File: config.mk
export PLATFORM = sky130hd
export DESIGN_NAME = motor_cmd_ramp
export DESIGN_NICKNAME = d
export VERILOG_FILES = /design/src/rtl/motor_cmd_ramp_pkg.sv /design/src/rtl/motor_cmd_ramp_step.sv /design/src/rtl/motor_cmd_ramp.sv
export SDC_FILE = /design/constraint.sdc
export NUM_CORES = 1
export LEC_CHECK = 0
export ABC_CLOCK_PERIOD_IN_PS = 5000
export BUFFER_PORTS_ARGS = -buffer_cell sky130_fd_sc_hd__buf_2
export CORE_MARGIN = 2
export CORE_UTILIZATION = 25
export CTS_CLUSTER_DIAMETER = 30
export DETAILED_ROUTE_END_ITERATION = 16
export GPL_TIMING_DRIVEN = 0
export SLEW_MARGIN = 30
export SYNTH_ARGS = -nofsm -noshare
export SYNTH_HDL_FRONTEND = slang
export SYNTH_SLANG_ARGS = --single-unit
export TNS_END_PERCENT = 20
File: constraint.sdc
create_clock -name sysclk -period 5 [get_ports sysclk]
set_clock_uncertainty 0.2 [all_clocks]
set_input_delay 0.25 -clock sysclk [delete_from_list [all_inputs] [get_ports sysclk]]
set_output_delay 0.25 -clock sysclk [all_outputs]
set_load 0.01 [all_outputs]
File: src/rtl/motor_cmd_ramp_pkg.sv
// Shared widths, drive-mode constants and ramp FSM encoding for the per-motor
// command path (SPI receive logic, motor_cmd_ramp, motor).
package motor_cmd_ramp_pkg;

  localparam int SPEED_W = 9;
  localparam int MODE_W  = 2;

  localparam logic [MODE_W-1:0] DRIVE_COAST = 2'b00;

  typedef enum logic [1:0] {
    ST_STEADY = 2'd0,
    ST_RAMP   = 2'd1,
    ST_BRAKE  = 2'd2,
    ST_DWELL  = 2'd3
  } ramp_state_t;

endpackage

File: src/rtl/motor_cmd_ramp_step.sv
// One slew step of a 9-bit magnitude toward a goal, clamped so it never
// overshoots; reached is high when the result equals the goal.
module ramp_step
  import motor_cmd_ramp_pkg::*;
(
  input  logic [SPEED_W-1:0] cur,
  input  logic [SPEED_W-1:0] goal,
  input  logic [SPEED_W-1:0] step,
  output logic [SPEED_W-1:0] nxt,
  output logic               reached
);

  logic signed [SPEED_W:0] diff;
  logic        [SPEED_W:0] mag;

  always_comb begin
    diff    = $signed({1'b0, goal}) - $signed({1'b0, cur});
    mag     = diff[SPEED_W] ? $unsigned(-diff) : $unsigned(diff);
    nxt     = goal;
    reached = 1'b1;
    // A full step only when it cannot cross the goal, so no wrap is possible.
    if (mag > {1'b0, step}) begin
      reached = 1'b0;
      nxt     = diff[SPEED_W] ? (cur - step) : (cur + step);
    end
  end

endmodule

File: src/rtl/motor_cmd_ramp.sv
// Per-motor command slew limiter: latches SPI targets and walks the applied
// speed toward them one bounded step per PWM period, braking and dwelling at 0 on reversal.
module motor_cmd_ramp
  import motor_cmd_ramp_pkg::*;
#(
  parameter int STEP        = 8,
  parameter int DWELL_TICKS = 4
) (
  input  logic               sysclk,
  input  logic               rst,
  input  logic               pwm_tick,
  input  logic               cmd_valid,
  input  logic               kill,
  input  logic               tgt_dir,
  input  logic [SPEED_W-1:0] tgt_speed,
  input  logic [MODE_W-1:0]  tgt_mode,
  output logic               out_dir,
  output logic [SPEED_W-1:0] out_speed,
  output logic [MODE_W-1:0]  out_mode,
  output logic               at_target,
  output ramp_state_t        dbg_state
);

  // pwm_tick and cmd_valid are single-cycle strobes with no back-pressure:
  // every strobe seen while kill is low is consumed in the cycle it is high.

  localparam logic [SPEED_W-1:0] STEP_C  = SPEED_W'(STEP);
  localparam logic [7:0]         DWELL_C = 8'(DWELL_TICKS);

  ramp_state_t        state, nxt_state;
  logic [7:0]         dwell_cnt, nxt_cnt;
  logic               lat_dir, nxt_dir;
  logic [SPEED_W-1:0] lat_speed, nxt_speed;
  logic [SPEED_W-1:0] tgt_nxt, zero_nxt;
  logic               tgt_reached, zero_reached;
  logic               reversal, mismatch, nxt_at;
  logic               eff_dir;
  logic [SPEED_W-1:0] eff_speed;

  ramp_step u_to_tgt (
    .cur     (out_speed),
    .goal    (lat_speed),
    .step    (STEP_C),
    .nxt     (tgt_nxt),
    .reached (tgt_reached)
  );

  ramp_step u_to_zero (
    .cur     (out_speed),
    .goal    ('0),
    .step    (STEP_C),
    .nxt     (zero_nxt),
    .reached (zero_reached)
  );

  always_comb begin
    nxt_state = state;
    nxt_speed = out_speed;
    nxt_dir   = out_dir;
    nxt_cnt   = dwell_cnt;
    reversal  = (lat_dir != out_dir) && (lat_speed != '0) && (out_speed != '0);
    mismatch  = (lat_speed != out_speed) || ((lat_speed != '0) && (lat_dir != out_dir));
    if (pwm_tick) begin
      if (state == ST_DWELL) begin
        if (lat_speed == '0) begin
          nxt_state = ST_STEADY;
          nxt_cnt   = '0;
        end else if (lat_dir == out_dir) begin
          nxt_state = ST_RAMP;
          nxt_cnt   = '0;
        end else if (dwell_cnt <= 8'd1) begin
          nxt_dir   = lat_dir;
          nxt_state = ST_RAMP;
          nxt_cnt   = '0;
        end else begin
          nxt_cnt = dwell_cnt - 8'd1;
        end
      end else if (reversal) begin
        nxt_speed = zero_nxt;
        if (zero_reached) begin
          nxt_state = ST_DWELL;
          nxt_cnt   = DWELL_C;
        end else begin
          nxt_state = ST_BRAKE;
        end
      end else if ((state != ST_STEADY) || mismatch) begin
        // Starting from standstill the new direction is free to take immediately.
        nxt_speed = tgt_nxt;
        if ((out_speed == '0) && (lat_speed != '0)) nxt_dir = lat_dir;
        nxt_state = tgt_reached ? ST_STEADY : ST_RAMP;
      end
    end
    eff_dir   = cmd_valid ? tgt_dir   : lat_dir;
    eff_speed = cmd_valid ? tgt_speed : lat_speed;
    nxt_at    = (nxt_state == ST_STEADY) && (nxt_speed == eff_speed) &&
                ((eff_speed == '0) || (nxt_dir == eff_dir));
  end

  always_ff @(posedge sysclk or posedge rst) begin
    if (rst) begin
      state     <= ST_STEADY;
      dwell_cnt <= '0;
      lat_dir   <= 1'b0;
      lat_speed <= '0;
      out_dir   <= 1'b0;
      out_speed <= '0;
      out_mode  <= DRIVE_COAST;
      at_target <= 1'b1;
    end else if (kill) begin
      state     <= ST_STEADY;
      dwell_cnt <= '0;
      lat_speed <= '0;
      out_speed <= '0;
      out_mode  <= DRIVE_COAST;
      at_target <= 1'b1;
    end else begin
      state     <= nxt_state;
      dwell_cnt <= nxt_cnt;
      out_dir   <= nxt_dir;
      out_speed <= nxt_speed;
      at_target <= nxt_at;
      if (cmd_valid) begin
        lat_dir   <= tgt_dir;
        lat_speed <= tgt_speed;
        out_mode  <= tgt_mode;
      end
    end
  end

  assign dbg_state = state;

endmodule

### Word level (Yosys, flattened, before mapping)

Cells that the tools add are included.

* memories kept: 0
* ROM bits: 0
* memory bits (writable): 0
* bits in registers: 33
* output and inout port bits: 15
* latch bits: 0
* input bits: 17
* logic and storage cells: 87

* $lt $le $gt $ge: 3
* eq/ne operators: 7
* multipliers: 0
* shift-type cells: 0
* div/mod/pow operators: 0
* bitwise logic cells: 0
* muxes and demuxes: 43
* add/subtract/negate cells: 7
* reduce and logical (&&, ||, !) cells: 19

Operator list (number)
* two-way mux 9 bit: 11
* two-way mux 8 bit: 8
* logical NOT 9 bit: 3
* > comparator 10 x 4 -> 1 bit, second input constant: 2
* two-way mux 10 bit: 2
* two-way mux 2 bit: 10
* negator 10 bit: 2
* nonzero test 9 bit: 2
* two-way mux 1 bit: 12
* subtractor 1 x 9 -> 10 bit, first input constant: 1
* subtractor 9 x 9 -> 10 bit: 1
* adder 9 x 4 -> 9 bit, second input constant: 1
* equality test 9 bit: 1
* != test 9 bit: 1
* subtractor 9 x 4 -> 9 bit, second input constant: 1
* <= comparator 8 x 1 -> 1 bit, second input constant: 1
* subtractor 8 x 1 -> 8 bit, second input constant: 1
* nonzero test 2 bit: 3
* logical AND 1 bit: 5
* logical OR 1 bit: 3
* != test 3 bit, second input constant: 1
* AND reduction 3 bit: 1
* nonzero test 3 bit: 1
* equality test 1 bit: 2
* other kinds (3): 3

### Depth between registers and ports, before layout

* depth after elaboration: 13
* depth in mapped cells: 16
* gate-level depth less buffers: 15

### Modules after synthesis

From an unflattened synthesis, not the netlist that was laid out.

* cell total of the unflattened synthesis: 619
* area, all modules: 5013.6 um^2

By module, submodules not included
* motor_cmd_ramp: times used 1, sequential area each 827.0 um^2, area an instance 2113.3 um^2, cells an instance 240
* ramp_step at u_to_zero: times used 1, sequential area each 0.0 um^2, area an instance 1497.7 um^2, cells an instance 195
* ramp_step at u_to_tgt: times used 1, sequential area each 0.0 um^2, area an instance 1402.6 um^2, cells an instance 184

### Worst setup path after synthesis

OpenSTA, ideal clock, no wires.

* path type: reg2reg
* start point: register out_speed[5]
* end point: register at_target
* period minus slack after synthesis: 5.119 ns
* buffers on the path: 3
* path slack: -0.119 ns
* stages on the path, launching flop included: 16
* arrival time: 4.833 ns
* data required time: 4.714 ns
* path through: dfrtp_1 clkbuf_1 inv_1 ha_1 buf_6 or4_1 o32a_1 a2111oi_1 o2111ai_1 a222oi_1 buf_4 mux2i_1 o2bb2ai_1 or4_1 or4_1 o31ai_2

* cells in the longest elaborated chain, start to end: 13
* elaborated cells on any way between the ends: 43
* classes of those cells: add/sub (6); order compare (2); eq/ne (3); mux (22); reduce/logical (10)

Ends and longest elaborated chain
* from (decl): RTL line motor_cmd_ramp.sv:18 `output logic [SPEED_W-1:0] out_speed,`
* from (signal assigned): RTL line motor_cmd_ramp.sv:120 `out_speed <= nxt_speed;`
* subtractor 9 x 9 -> 10 bit: RTL line motor_cmd_ramp_step.sv:17 `diff = $signed({1'b0, goal}) - $signed({1'b0, cur});`
* negator 10 bit: RTL line motor_cmd_ramp_step.sv:18 `mag = diff[SPEED_W] ? $unsigned(-diff) : $unsigned(diff);`
* two-way mux 10 bit: RTL line motor_cmd_ramp_step.sv:18
* > comparator 10 x 4 -> 1 bit: RTL line motor_cmd_ramp_step.sv:22 `if (mag > {1'b0, step}) begin`
* two-way mux 9 bit or two-way mux 1 bit (tied branches): RTL line motor_cmd_ramp_step.sv:22, motor_cmd_ramp.sv:90
* two-way mux 9 bit or two-way mux 2 bit (tied branches): RTL line motor_cmd_ramp.sv:86 `end else if ((state != ST_STEADY) || mismatch) begin`
* two-way mux 9 bit or two-way mux 2 bit (tied branches): RTL line motor_cmd_ramp.sv:78 `end else if (reversal) begin`
* two-way mux 9 bit or two-way mux 2 bit (tied branches): RTL line motor_cmd_ramp.sv:64 `if (state == ST_DWELL) begin`
* two-way mux 9 bit or two-way mux 2 bit (tied branches): RTL line motor_cmd_ramp.sv:63 `if (pwm_tick) begin`
* equality test 9 bit or logical NOT 2 bit (tied branches): RTL line motor_cmd_ramp.sv:95 `nxt_at = (nxt_state == ST_STEADY) && (nxt_speed == eff_speed) &&`
* logical AND 1 bit: RTL line motor_cmd_ramp.sv:95
* logical AND 1 bit *: RTL line motor_cmd_ramp.sv:95
* two-way mux 1 bit *: RTL line motor_cmd_ramp.sv:109 `end else if (kill) begin`
* to (signal assigned): RTL line motor_cmd_ramp.sv:121 `at_target <= nxt_at;`
* to (decl): RTL line motor_cmd_ramp.sv:20 `output logic at_target,`

Every way passes the cells marked *; elsewhere a longest branch is shown, timed or not.
A chain may end at the register's enable or synchronous reset.

### Worst setup path in the final report

* start point: register lat_speed[0]
* end point: register at_target

* cells in the longest elaborated chain, start to end: 13
* elaborated cells on any way between the ends: 39
* classes of those cells: add/sub (2); order compare (1); eq/ne (3); mux (21); reduce/logical (12)

Ends and longest elaborated chain
* from (decl): RTL line motor_cmd_ramp.sv:33 `logic [SPEED_W-1:0] lat_speed, nxt_speed;`
* from (signal assigned): RTL line motor_cmd_ramp.sv:124 `lat_speed <= tgt_speed;`
* subtractor 9 x 9 -> 10 bit: RTL line motor_cmd_ramp_step.sv:17
* negator 10 bit: RTL line motor_cmd_ramp_step.sv:18
* two-way mux 10 bit: RTL line motor_cmd_ramp_step.sv:18
* > comparator 10 x 4 -> 1 bit: RTL line motor_cmd_ramp_step.sv:22
* two-way mux 9 bit or two-way mux 1 bit (tied branches): RTL line motor_cmd_ramp_step.sv:22, motor_cmd_ramp.sv:90
* two-way mux 9 bit or two-way mux 2 bit (tied branches): RTL line motor_cmd_ramp.sv:86
* two-way mux 9 bit or two-way mux 2 bit (tied branches): RTL line motor_cmd_ramp.sv:78
* two-way mux 9 bit or two-way mux 2 bit (tied branches): RTL line motor_cmd_ramp.sv:64
* two-way mux 9 bit or two-way mux 2 bit (tied branches): RTL line motor_cmd_ramp.sv:63
* equality test 9 bit or logical NOT 2 bit (tied branches): RTL line motor_cmd_ramp.sv:95
* logical AND 1 bit: RTL line motor_cmd_ramp.sv:95
* logical AND 1 bit *: RTL line motor_cmd_ramp.sv:95
* two-way mux 1 bit *: RTL line motor_cmd_ramp.sv:109

Marks and branches as above.

==> impl_metrics.toml <==
[clock_network]
clkSinkCount = 33
cts.clk_slew.worst_paths_ns = 0.06
cts_tree = "built"
cts_root_buffer = "clkbuf_16"
htree_levels = 2
numCtsBuffers = 5
clk_latency_ns = 0.29
cts_buffer_depth = 2

[power_and_ir_drop]
power.density_nw_per_um2 = 524
vdd_drop_max_v = 0.000323
total_leakage_power_nw = 1.77

[critical_path]
rrSetupSlack_ns = 0.06
cp-end-kind = "flop"
worstPathRequired_ns = 5.00
cpPeakStageDelay_ns = 0.54
arrival_ns = 4.94
cp_cell_sequence = "inv_1, ha_1, fa_2, nand2b_1, a211oi_1, o311ai_1, a2111oi_4, o2111ai_1, a222oi_1, buf_4, buf_8, mux2i_4, o2bb2ai_1, or4_1, or4_4, o31ai_4"
slowest_stage = "or4_1"
crit_fanout = 8
critPathKind = "reg2reg"
worstSetupStartpointType = "flop"

[drt]
num_vias = 3578
first_pass_iters = 5
ant_nets = 0
post_drt_wl_per_cell_um = 16.6
viasPerCell = 5.42
drt_iter0_markers = 244
drcViolationCount = 0
drt_wl_total_um = 10900

[floorplanning]
dieArea_um2 = 14700
die_h_um = 121
num_rows = 42
core-area_um2 = 13300
io_pins = 32
start_util_pct = 25.7
die_w_um = 121

[status]
outcome = "complete, no violations"

[synth]
synth.avg_cell_area_um2 = 8.02
synth_cells = 428
synth-seq-area-share_pct = 24.1
synth.distinct_cells = 86
synth_common_cells = "nor2_1, dfrtp_1, inv_1, nand2_1, o21ai_0"
ys.flop_type = "dfrtp_1"
yosysTopAreaCellShare_pct = 23.3
syn_area_um2 = 3430
synth.area.top_cells = "dfrtp_1, ha_1, mux2i_1, nor2_1, xnor2_1"
synth_most_common_cell = "nor2_1"
synth.largest_area_cell = "dfrtp_1"
synth_nets = 463
yosys_register_bits = 33
synth_warnings = 0
synth_edf_count = 0
async_flop_share_pct = 100

[layout]
final_nets = 518
multi_input_area_um2 = 2440
nFillCells = 1448
final_cells = 660
drive_gt1_share_pct = 23.8
fin_area_um2 = 4210
num_antenna_cells = 0
syn_to_final_growth_pct = 22.6
seqCellArea_um2 = 837

[placement]
placed_cells = 633
dp_slack_ns = -0.843
place_area_um2 = 3800
place.gp.congestion = 0.945
hpwl_um = 8350
port_buffers = 29

[timing]
relSlewSlack_pct = 41.2
fmax_ghz = 0.203
maxSlewViolCount = 0
rsz0062_at_grt = "yes"
fin_crit_ns = 4.94
final-setup-viol-count = 0
hold_viol = 0
min_period_over_period_pct = 98.7
tns_ns = 0
fin_ws_ns = 0.0644
worstMarginPinSlew_ns = 0.875

[job]
cap_violations = 0

[global_routing]
grt_max_degree = 34
grt_pass1_wl_um = 17200
grt_pass1_vias = 3369
antenna_found_initial = 0
grtUsageTotal_pct = 14.7
grt.overflow.total = 0

[worst_hold_path]
min-delay-path-class = "in2reg"
==> per-layer routing <==
metal,share of wire (%),track usage [%],vias to the layer above
met1,45,19.6,1704
met2,47,23.9,139
met3,5.1,2.07,27
li1,-,-,1708
met4,2.9,5.96,0
met5,0,0,-
==> worst max-delay path: cells and delay by family (launching register included) <==
family | cells | cell delay (ns)
adder cells (fa/ha/maj) | 2 | 0.57
AO/OA/AOI/OAI | 7 | 1.87
AND/OR/NAND/NOR | 3 | 1.20
buffers and inverters | 3 | 0.40
flip-flops | 1 | 0.36
multiplexers | 1 | 0.24
==> state kept, by name, indices dropped and copies added, names as in the netlist <==
name and count:
out_mode 2, dwell_cnt 8, lat_dir 1, at_target 1, lat_speed 9, dbg_state 2, out_speed 9, out_dir 1
==> layout by cell type (no fill, tap or decap), types with 17 or more instances in the layout <==
cell	instances
o21ai_0	24
mux2i_1	20
buf_4	21
ha_1	17
dfrtp_1	24
inv_1	23
nor3_1	17
nand2_1	25
buf_2	29
nor2_1	50
==> final timing paths <==
check	start	end	depth (start not counted)
setup / recovery	lat_speed[0]	at_target	16
hold / removal	tgt_mode[1]	out_mode[1]	3
setup reg to reg	lat_speed[0]	at_target	16
hold reg to reg	dwell_cnt[5]	dwell_cnt[6]	1
max in group asynchronous	rst	out_speed[6]	3
min in group asynchronous	rst	lat_dir	3
==> where the power goes <==
group          switching, mW  leakage [nW]  internal [mW]  total (mW)
Sequential            0.0705         0.430          0.306       0.377
Combinational          0.875          1.27          0.657        1.53
Clock                  0.114        0.0696          0.182       0.296
Total                   1.06          1.77           1.15        2.21
==> final cells by class <==
type,count,share of cell area [%]
Clock inverter,3,0.416
Inverter,27,2.50
Tap cell,176,5.23
Multi-Input combinational cell,347,58.1
Buffer,17,3.24
Sequential cell,33,19.9
Timing Repair Buffer,52,7.67
Clock buffer,5,2.97
==> cells by family (layout without fill, tap and decap cells) <==
kind of cell,count (synthesis),after routing,share of synthesized area (%)
simple gates,162,162,24.5
mux,27,27,8.09
compound gates,124,124,25.8
buf+inv,48,104,6.70
flops,33,33,24.1
fa+ha+maj,18,18,6.78
xor+xnor,16,16,4.08
==> metrics by stage <==
stage / power [mW] / hold slack [ns] / util (%)
after floorplan: 1.43 / 0.178 / -
after global placement: 1.76 / 0.232 / 28.5
after detailed placement: 1.77 / 0.204 / 28.5
after CTS: 2.11 / 0.0135 / 30.0
after global routing: 2.36 / 0.0652 / 31.5
final: 2.21 / 0.0150 / 31.5
==> repair_timing <==
item / 4_1_cts / 5_1_grt
endpoints found under the hold margin: 33 / 0
setup buffers: 3 / 18
setup endpoints to repair: 4 / 1
hold buffers: 2 / 0
cloned: 0 / 0
gates resized for setup: 11 / 21
pin swaps: 1 / 7
Note: power is estimated with default switching activity, not from simulation.
